===== src/rtl/genetico_serial_array_if.sv =====
// Handshake/bus bundle for genetico_serial_array: serial config, test-vector
// input and evaluation/fitness results.
`timescale 1ns/1ps
interface genetico_serial_array_if #(
  parameter int unsigned N_IN  = 8,
  parameter int unsigned N_OUT = 4,
  parameter int unsigned FIT_W = 16
) ();
  logic             cfg_start;
  logic             cfg_valid;
  logic             cfg_bit;
  logic             cfg_done;
  logic             in_valid;
  logic [N_IN-1:0]  chrom_in;
  logic [N_OUT-1:0] expected;
  logic             fit_clr;
  logic             out_valid;
  logic [N_OUT-1:0] chrom_out;
  logic [N_OUT-1:0] match;
  logic [FIT_W-1:0] fitness;

  modport master (
    output cfg_start, cfg_valid, cfg_bit, in_valid, chrom_in, expected, fit_clr,
    input  cfg_done, out_valid, chrom_out, match, fitness
  );

  modport slave (
    input  cfg_start, cfg_valid, cfg_bit, in_valid, chrom_in, expected, fit_clr,
    output cfg_done, out_valid, chrom_out, match, fitness
  );
endinterface


===== src/rtl/genetico_serial_array.sv =====
// Serially configured feed-forward array of 2-input logic elements with a
// two-stage evaluation pipeline and a saturating match-count fitness register.
`timescale 1ns/1ps
module genetico_serial_array #(
  parameter int unsigned N_IN  = 8,
  parameter int unsigned N_LE  = 27,
  parameter int unsigned N_OUT = 4,
  parameter int unsigned SEL_W = 6,
  parameter int unsigned FIT_W = 16
) (
  input  logic                    clk,
  input  logic                    rst,
  genetico_serial_array_if.slave  bus
);

  localparam int unsigned LE_W   = 3 + 2 * SEL_W;
  localparam int unsigned CFG_W  = N_LE * LE_W + N_OUT * SEL_W;
  localparam int unsigned POOL_W = 2 ** SEL_W;
  localparam int unsigned CNT_W  = $clog2(CFG_W);
  localparam int unsigned SUM_W  = FIT_W + $clog2(N_OUT + 1);

  typedef enum logic {ST_IDLE, ST_LOAD} state_t;

  state_t             r_state;
  logic [CFG_W-1:0]   r_shadow;
  logic [CFG_W-1:0]   r_active;
  logic [CNT_W-1:0]   r_cnt;
  logic               r_cfg_done;

  logic               r_s1_valid;
  logic [N_IN-1:0]    r_s1_in;
  logic [N_OUT-1:0]   r_s1_exp;

  logic               r_out_valid;
  logic [N_OUT-1:0]   r_chrom_out;
  logic [N_OUT-1:0]   r_match;
  logic [FIT_W-1:0]   r_fitness;

  logic [CFG_W-1:0]   w_shadow_next;
  logic               w_commit;
  logic [N_OUT-1:0]   w_out;
  logic [SUM_W-1:0]   w_fit_sum;
  logic [FIT_W-1:0]   w_fit_next;

  // Unused pool slots stay 0, so selects pointing at later LEs or past the
  // last source read constant 0 and the array can never form a loop.
  function automatic logic [N_OUT-1:0] eval_array(input logic [CFG_W-1:0] cfg,
                                                  input logic [N_IN-1:0]  vin);
    logic [POOL_W-1:0] pool;
    logic [2:0]        func;
    logic [SEL_W-1:0]  sel_a;
    logic [SEL_W-1:0]  sel_b;
    logic [SEL_W-1:0]  sel_o;
    logic              a;
    logic              b;
    logic              y;
    logic [N_OUT-1:0]  res;
    pool            = '0;
    pool[N_IN-1:0]  = vin;
    res             = '0;
    for (int k = 0; k < int'(N_LE); k++) begin
      func  = cfg[k*LE_W + 2*SEL_W +: 3];
      sel_a = cfg[k*LE_W + SEL_W +: SEL_W];
      sel_b = cfg[k*LE_W +: SEL_W];
      a     = pool[sel_a];
      b     = pool[sel_b];
      case (func)
        3'd0:    y = a & b;
        3'd1:    y = a | b;
        3'd2:    y = a ^ b;
        3'd3:    y = ~(a & b);
        3'd4:    y = ~(a | b);
        3'd5:    y = ~(a ^ b);
        3'd6:    y = ~a;
        default: y = a;
      endcase
      pool[N_IN + k] = y;
    end
    for (int m = 0; m < int'(N_OUT); m++) begin
      sel_o  = cfg[N_LE*LE_W + m*SEL_W +: SEL_W];
      res[m] = pool[sel_o];
    end
    return res;
  endfunction

  function automatic logic [SUM_W-1:0] popcount(input logic [N_OUT-1:0] v);
    logic [SUM_W-1:0] s;
    s = '0;
    for (int i = 0; i < int'(N_OUT); i++) begin
      s = s + SUM_W'(v[i]);
    end
    return s;
  endfunction

  assign w_shadow_next = {r_shadow[CFG_W-2:0], bus.cfg_bit};
  assign w_commit      = !bus.cfg_start && bus.cfg_valid &&
                         (r_cnt == CNT_W'(CFG_W - 1));
  assign w_out         = eval_array(r_active, r_s1_in);
  assign w_fit_sum     = SUM_W'(r_fitness) + popcount(r_match);
  assign w_fit_next    = (w_fit_sum > SUM_W'({FIT_W{1'b1}})) ? {FIT_W{1'b1}}
                                                             : w_fit_sum[FIT_W-1:0];

  // Bitstream loader; the final accepted bit commits shadow to active.
  always_ff @(posedge clk or posedge rst) begin
    if (rst) begin
      r_state    <= ST_IDLE;
      r_shadow   <= '0;
      r_active   <= '0;
      r_cnt      <= '0;
      r_cfg_done <= 1'b0;
    end else begin
      r_cfg_done <= 1'b0;
      if (bus.cfg_start) begin
        r_cnt   <= '0;
        r_state <= ST_IDLE;
      end else if (bus.cfg_valid) begin
        r_shadow <= w_shadow_next;
        if (w_commit) begin
          r_active   <= w_shadow_next;
          r_cnt      <= '0;
          r_state    <= ST_IDLE;
          r_cfg_done <= 1'b1;
        end else begin
          r_cnt   <= (r_state == ST_IDLE) ? CNT_W'(1) : r_cnt + CNT_W'(1);
          r_state <= ST_LOAD;
        end
      end
    end
  end

  // Two-stage evaluation pipeline plus fitness accumulation.
  always_ff @(posedge clk or posedge rst) begin
    if (rst) begin
      r_s1_valid  <= 1'b0;
      r_s1_in     <= '0;
      r_s1_exp    <= '0;
      r_out_valid <= 1'b0;
      r_chrom_out <= '0;
      r_match     <= '0;
      r_fitness   <= '0;
    end else begin
      r_s1_valid  <= bus.in_valid;
      r_s1_in     <= bus.chrom_in;
      r_s1_exp    <= bus.expected;
      r_out_valid <= r_s1_valid;
      if (r_s1_valid) begin
        r_chrom_out <= w_out;
        r_match     <= ~(w_out ^ r_s1_exp);
      end
      if (w_commit || bus.fit_clr) begin
        r_fitness <= '0;
      end else if (r_out_valid) begin
        r_fitness <= w_fit_next;
      end
    end
  end

  assign bus.cfg_done  = r_cfg_done;
  assign bus.out_valid = r_out_valid;
  assign bus.chrom_out = r_chrom_out;
  assign bus.match     = r_match;
  assign bus.fitness   = r_fitness;

endmodule


===== src/flat_wrapper.sv =====
// flat-port wrapper written by rule: the top's interface ports become plain ports
module genetico_serial_array_flat 
#(
  parameter int unsigned N_IN  = 8,
  parameter int unsigned N_LE  = 27,
  parameter int unsigned N_OUT = 4,
  parameter int unsigned SEL_W = 6,
  parameter int unsigned FIT_W = 16
)
  (clk, rst, bus_cfg_start, bus_cfg_valid, bus_cfg_bit, bus_in_valid, bus_chrom_in, bus_expected, bus_fit_clr, bus_cfg_done, bus_out_valid, bus_chrom_out, bus_match, bus_fitness);
  genetico_serial_array_if #(.N_IN(N_IN), .N_OUT(N_OUT), .FIT_W(FIT_W)) bus_i ();
  input  logic clk;
  input  logic rst;
  input wire logic [$bits(bus_i.cfg_start)-1:0] bus_cfg_start;
  input wire logic [$bits(bus_i.cfg_valid)-1:0] bus_cfg_valid;
  input wire logic [$bits(bus_i.cfg_bit)-1:0] bus_cfg_bit;
  input wire logic [$bits(bus_i.in_valid)-1:0] bus_in_valid;
  input wire logic [$bits(bus_i.chrom_in)-1:0] bus_chrom_in;
  input wire logic [$bits(bus_i.expected)-1:0] bus_expected;
  input wire logic [$bits(bus_i.fit_clr)-1:0] bus_fit_clr;
  output wire logic [$bits(bus_i.cfg_done)-1:0] bus_cfg_done;
  output wire logic [$bits(bus_i.out_valid)-1:0] bus_out_valid;
  output wire logic [$bits(bus_i.chrom_out)-1:0] bus_chrom_out;
  output wire logic [$bits(bus_i.match)-1:0] bus_match;
  output wire logic [$bits(bus_i.fitness)-1:0] bus_fitness;
  assign bus_i.cfg_start = bus_cfg_start;
  assign bus_i.cfg_valid = bus_cfg_valid;
  assign bus_i.cfg_bit = bus_cfg_bit;
  assign bus_i.in_valid = bus_in_valid;
  assign bus_i.chrom_in = bus_chrom_in;
  assign bus_i.expected = bus_expected;
  assign bus_i.fit_clr = bus_fit_clr;
  assign bus_cfg_done = bus_i.cfg_done;
  assign bus_out_valid = bus_i.out_valid;
  assign bus_chrom_out = bus_i.chrom_out;
  assign bus_match = bus_i.match;
  assign bus_fitness = bus_i.fitness;
  genetico_serial_array #(.N_IN(N_IN), .N_LE(N_LE), .N_OUT(N_OUT), .SEL_W(SEL_W), .FIT_W(FIT_W)) u_core (.clk(clk), .rst(rst), .bus(bus_i));
endmodule

===== config.mk =====
export PLATFORM = sky130hd
export DESIGN_NAME = genetico_serial_array_flat
export DESIGN_NICKNAME = d
export VERILOG_FILES = /design/src/rtl/genetico_serial_array_if.sv /design/src/rtl/genetico_serial_array.sv /design/src/flat_wrapper.sv
export SDC_FILE = /design/constraint.sdc
export NUM_CORES = 2
export LEC_CHECK = 0
export CAP_MARGIN = 20
export CORE_ASPECT_RATIO = 0.5
export CORE_MARGIN = 2
export CORE_UTILIZATION = 47
export DETAILED_ROUTE_END_ITERATION = 8
export SKIP_LAST_GASP = 1
export SLEW_MARGIN = 20
export SYNTH_ARGS = -nofsm -noshare
export SYNTH_HDL_FRONTEND = slang
export SYNTH_SLANG_ARGS = --single-unit

===== constraint.sdc =====
create_clock -name clk -period 41.5 [get_ports clk]
set_input_delay 8.3 -clock clk [delete_from_list [all_inputs] [get_ports clk]]
set_output_delay 8.3 -clock clk [all_outputs]
set_load 0.01 [all_outputs]

[Word level (Yosys, flattened, before mapping)]
Index checks and enable logic that the tools add are counted.
Storage, ports and cells
  register bits after elaboration: 906
  bits of input ports: 19
Operators by class
  add/sub/neg operators: 5
  order comparisons: 59
  eq/ne operators: 163
  muxes and demuxes: 156
  bitwise operators: 192
  reductions and logical operators: 35
Operators with widths (count)
  $lt A6 B7 Y1 const B: 58
  $bmux W1 S6: 58
  $eq A3 B3 Y1 const B: 81
  $pmux W1 S7: 27
  $eq A3 B2 Y1 const B: 54
  $not A1 Y1: 109
  $eq A3 B1 Y1 const B: 27
  $logic_not A3 Y1: 27
  $mux W1: 64
  $mux W16: 3
  $add A19 B1 Y19: 2
  $mux W9: 4
  $and A1 B1 Y1: 27
  $or A1 B1 Y1: 27
  $xor A1 B1 Y1: 27
  $add A16 B19 Y19: 1
  $gt A19 B16 Y1 const B: 1
  $add A9 B1 Y9 const B: 1
  $eq A9 B9 Y1 const B: 1
  $not A4 Y4: 1
  $reduce_bool A2 Y1: 2
  $xor A4 B4 Y4: 1
  $reduce_and A3 Y1: 1
  $add A1 B1 Y2: 1
  other kinds (4): 5

[Depth between registers and ports, before layout]
  depth after elaboration: 139
  depth in mapped cells: 277
  gate-level depth less buffers: 246

[Worst setup path before layout]
OpenSTA, ideal clock, no wires.
  path kind: reg2reg
  from: register u_core.r_active[6]
  to: register u_core.r_match[0] (netlist: u_core.bus.match[0])
  library setup time: 141 ps
  arrival time: 45421 ps
  path slack: -4062 ps
  stages on the path, launching flop included: 264
  path buffers: 35
  period minus slack after synthesis: 45562 ps
  cell sequence: dfrtp_1 mux4_1 mux2i_1 or4_1 buf_6 ha_1 inv_1 o31ai_1 o21ai_0 o41a_1 a21oi_2 buf_4 clkbuf_1 clkbuf_1 clkbuf_1 clkbuf_1 a21oi_1 ha_1 (+228 left out) mux2i_1 o21ai_0 nand2_1 o21ai_0 a41oi_1 o31ai_4 a31oi_1 nand2_1 nand2_1 inv_1 ha_1 mux2i_1 o21ai_0 o21ai_0 nand2_1 mux2i_1 o21a_1 o221ai_1
On the way
  longest elaborated chain between the ends: 139
RTL lines
  start: declaration: line genetico_serial_array.sv:26  | logic [CFG_W-1:0] r_active;
  start signal: assignment: line genetico_serial_array.sv:119  | r_active <= w_shadow_next;
  $bmux W1 S6 *: line genetico_serial_array.sv:65  | a = pool[sel_a];
  $mux W1 (not written as such) *: line genetico_serial_array.sv:65
  $xor A1 B1 Y1 (tied with other cells): line genetico_serial_array.sv:70, genetico_serial_array.sv:73
  $not A1 Y1, on equally long branches: line genetico_serial_array.sv:73, genetico_serial_array.sv:71, genetico_serial_array.sv:72
  $pmux W1 S7 *: line genetico_serial_array.sv:67  | case (func)
  $bmux W1 S6, on equally long branches: line genetico_serial_array.sv:65, genetico_serial_array.sv:66
  $mux W1, on equally long branches: line genetico_serial_array.sv:65, genetico_serial_array.sv:66
  $xor A1 B1 Y1 (tied with other cells): line genetico_serial_array.sv:70, genetico_serial_array.sv:73
  (+123 left out)
  $mux W1, on equally long branches: line genetico_serial_array.sv:65, genetico_serial_array.sv:66
  $xor A1 B1 Y1 (tied with other cells): line genetico_serial_array.sv:70, genetico_serial_array.sv:73
  $not A1 Y1, on equally long branches: line genetico_serial_array.sv:73, genetico_serial_array.sv:71, genetico_serial_array.sv:72
  $pmux W1 S7: line genetico_serial_array.sv:67
  $bmux W1 S6 *: line genetico_serial_array.sv:81  | res[m] = pool[sel_o];
  $mux W1 (not written as such) *: line genetico_serial_array.sv:81
  $xor A4 B4 Y4 *: line genetico_serial_array.sv:148  | r_match <= ~(w_out ^ r_s1_exp);
  $not A4 Y4 *: line genetico_serial_array.sv:148
  end signal: assignment: line genetico_serial_array.sv:148
  end: declaration: line genetico_serial_array.sv:36  | logic [N_OUT-1:0] r_match;
Mark *: on every way between the ends. The rest lies on a longest branch, timed or not. The select of a mux whose other input is x is not followed.
A chain may end at the register's enable or synchronous reset.

[Worst setup path in the final report]
  from: register u_core.r_active[6]
  to: register u_core.r_match[3] (netlist: u_core.bus.match[3])
Same word-level chain as after synthesis.

==> impl_metrics.ini <==
[power]
intPower_mw = 1.48
max-vdd-ir-drop_v = 0.0000327
seqPwrFrac_pct = 44.7
power_frac_comb_pct = 14.1
power_leakage_nw = 25.5
power_mw = 2.03
p_sw_uw = 546
netSwitchingFraction_pct = 26.9
pwr_density_cell_nw_per_um2 = 35.0
clkPwrFrac_pct = 41.1

[routing]
firstDrtPassIters = 5
vias_per_cell = 6.36
wl_um = 137000
ant_nets = 0
drc = 0
wl_per_cell_um = 23.6
dr.first_iter.drc_count = 3586
vias = 36969

[synthesis]
yosysSeqAreaShare_pct = 43.7
synth_nets = 4354
ys_warn_count = 0
synth_edf_count = 0
ys_types = 139
ys_seq_elements = 906
synth_area_um2 = 51900
synthFlopType = dfrtp_1
syn_inst = 4297
ys_async_sr_fraction_pct = 100
syn_avg_cell_area_um2 = 12.1

[hold_path]
hold_depth = 2
min_path_type = register to register
hold_end = u_core.r_active[292]$_DFFE_PP0P_
hp-start = u_core.r_shadow[291]$_DFFE_PP0P_

[final_layout]
syn_to_final_growth_pct = 11.7
drive_gt1_share_pct = 38.9
final_common_cell = dfrtp_1
final_cell_mix = dfrtp_1 (897), mux2_2 (824), mux4_2 (253)
nets = 4305
postLayoutCoreUtil_pct = 52.8
fillers = 9305
final-instance-count-excl-fill = 5815

[sta]
slew_headroom_pct = 26.0
slew_violations = 0
timing.final.crit_share_pct = 96.4
worstMarginPinSlew_ps = 1100
fin_crit_ps = 40020
setup_viol = 0
fin_tns_setup_ps = 0
skew_ps = 37.7
hold_violations = 0
fmax_mhz = 25.0

[clock_tree]
clock-sinks = 906
clk_latency_ps = 710
clk_pin_slew_worst_paths_ps = 70
clock_path_buffers = 3
cts-root-buf = clkbuf_16
cts_inserted_buffers = 86
cts_tree = yes
htree_num_levels = 3

[run]
drv_cap = 0

[floorplanning]
rows = 86
start_util_pct = 47.3
die-area_um2 = 113000
fp.dieH_um = 239
core_um2 = 110000
die_w_um = 474
num_io_pins = 45

[global_routing]
overflow = 0
antenna_found_initial = 4
grt_start_max_net_pins = 174
grt_pass1_vias = 36129
track_usage_pct = 24.0
grt_pass1_wl_um = 214000

[worst_setup_path]
cp-end-kind = register
reg2reg_slack_ps = 1490
worstSetupStartpointType = register
critPathLaunch = u_core.r_active[6]$_DFFE_PP0P_
critPathMaxFanout = 5
timing.rr.start = u_core.r_active[6]$_DFFE_PP0P_
slowest_delay_ps = 590
r2r_end = u_core.bus.match[3]$_DFFE_PP0P_
arrival_ps = 40580
reg2reg_depth = 227
path_class = register to register
cp_slowest_cell = or4_4
crit_required_ps = 42070
critPathMostFrequentCell = ha_4

[placement]
port_buffers = 44
dpl.hpwl_um = 81300
gp_congestion = 0.875
placed_cells = 5564

[outcome]
status = finished, final reports clean
## worst max-delay path: cells and delay by family, from the launching register on
family | cells | cell delay, ps
compound gates | 120 | 20400
flops | 1 | 420
simple gates | 58 | 8940
buf+inv | 11 | 1110
fa+ha+maj | 26 | 6630
mux | 12 | 2340
## worst max-delay path by stage
stage / end / slack [ps] / cells after the start
after CTS: u_core.bus.match[1]$_DFFE_PP0P_ / 20 / 226
after detailed placement: u_core.bus.match[3]$_DFFE_PP0P_ / -870 / 228
after floorplan: u_core.bus.match[1]$_DFFE_PP0P_ / 10 / 262
final: u_core.bus.match[3]$_DFFE_PP0P_ / 1490 / 227
after global placement: u_core.bus.match[3]$_DFFE_PP0P_ / 940 / 226
after global routing: u_core.bus.match[2]$_DFFE_PP0P_ / -830 / 228
## stage by stage
stage          instance area (um2)  hold WS (ps)  worst slack, ps
2_1_floorplan                52400           363             12.8
3_3_place_gp                 53500           480              944
3_5_place_dp                 53500           493             -872
4_1_cts                      56600           506             19.5
5_1_grt                      58000           512             -826
6_report                     58000           498             1490
## cell families after synthesis
logic type | share of synthesized area, %
simple gates | 9.10
fa+ha+maj | 0.945
mux | 31.2
compound gates | 11.0
buf+inv | 3.95
flops | 43.7
xor+xnor | 0.0843
## routing by layer
layer,part of all wire [%],global-route usage (%),routed length [um]
met3,7.4,4.89,10200
met4,3.2,7.79,4350
met5,0,0,0
met2,46,37.1,62700
met1,44,34.0,59700
## timing repair
action | in CTS | in global routing
buffers inserted | 11 | 81
resized for setup | 6 | 174
gates cloned | 0 | 0
endpoints found under the setup margin | 8 | 8
hold buffers | 0 | 0
hold endpoints to repair | 0 | 0
pin swaps | 6 | 138
## registers in the layout, summed over array words and instances, names as in the netlist
| name | flops |
|---|---|
| u_core.r_s1_exp | 4 |
| u_core.bus.fitness | 16 |
| u_core.r_shadow | 428 |
| u_core.r_s1_in | 8 |
| u_core.r_cnt | 9 |
| u_core.bus.out_valid | 1 |
| u_core.bus.match | 4 |
| u_core.bus.chrom_out | 4 |
| u_core.r_state | 1 |
| u_core.r_s1_valid | 1 |
| u_core.r_active | 429 |
| u_core.bus.cfg_done | 1 |
## power by group through the flow
stage / registers (mW) / clock network [mW] / logic (mW)
2_1_floorplan: 0.919 / 0 / 0.183
3_3_place_gp: 0.923 / 0 / 0.254
3_5_place_dp: 0.923 / 0 / 0.259
4_1_cts: 0.907 / 0.855 / 0.261
5_1_grt: 0.908 / 0.891 / 0.305
6_report: 0.907 / 0.834 / 0.287
## cells in the mapped netlist (13+ instances only)
master | instances | share of area (%)
nor2_1 | 249 | 1.8
a31oi_1 | 38 | 0.46
and3_1 | 25 | 0.30
o21ai_0 | 196 | 1.9
nand2_1 | 244 | 1.8
o31ai_1 | 18 | 0.26
o22ai_1 | 14 | 0.17
o211ai_1 | 28 | 0.40
o2111ai_1 | 16 | 0.27
a211o_1 | 16 | 0.27
mux2_2 | 825 | 18
a21oi_1 | 119 | 1.1
nand3_1 | 44 | 0.42
nor2b_1 | 57 | 0.69
buf_6 | 19 | 0.41
a221oi_1 | 16 | 0.27
mux4_2 | 252 | 11
dfrtp_1 | 906 | 44
nor3b_1 | 21 | 0.30
mux2i_1 | 62 | 1.2
inv_1 | 98 | 0.71
o21a_1 | 19 | 0.27
clkbuf_1 | 265 | 1.9
a311oi_1 | 20 | 0.34
buf_4 | 23 | 0.33
nor4_1 | 18 | 0.22
ha_1 | 36 | 0.87
o221ai_1 | 14 | 0.24
nand2b_1 | 27 | 0.33
nand3b_1 | 17 | 0.25
a21o_1 | 18 | 0.26
o21ai_1 | 15 | 0.14
nor3_1 | 78 | 0.75
buf_2 | 24 | 0.23
or2b_1 | 13 | 0.19
and2_1 | 26 | 0.31
a211oi_1 | 67 | 0.97
## layout make-up
type                            instances  area [um2]  share of cell area, %
Antenna cell                            1        2.50                0.00431
Timing Repair Buffer                  219        1820                   3.13
Tap cell                             1496        1870                   3.23
Clock buffer                          116        2480                   4.28
Clock inverter                         42         472                  0.813
Inverter                              100         388                  0.669
Sequential cell                       906       22700                   39.1
Multi-Input combinational cell       2935       28300                   48.8
Note: power is estimated with default switching activity, not from simulation.
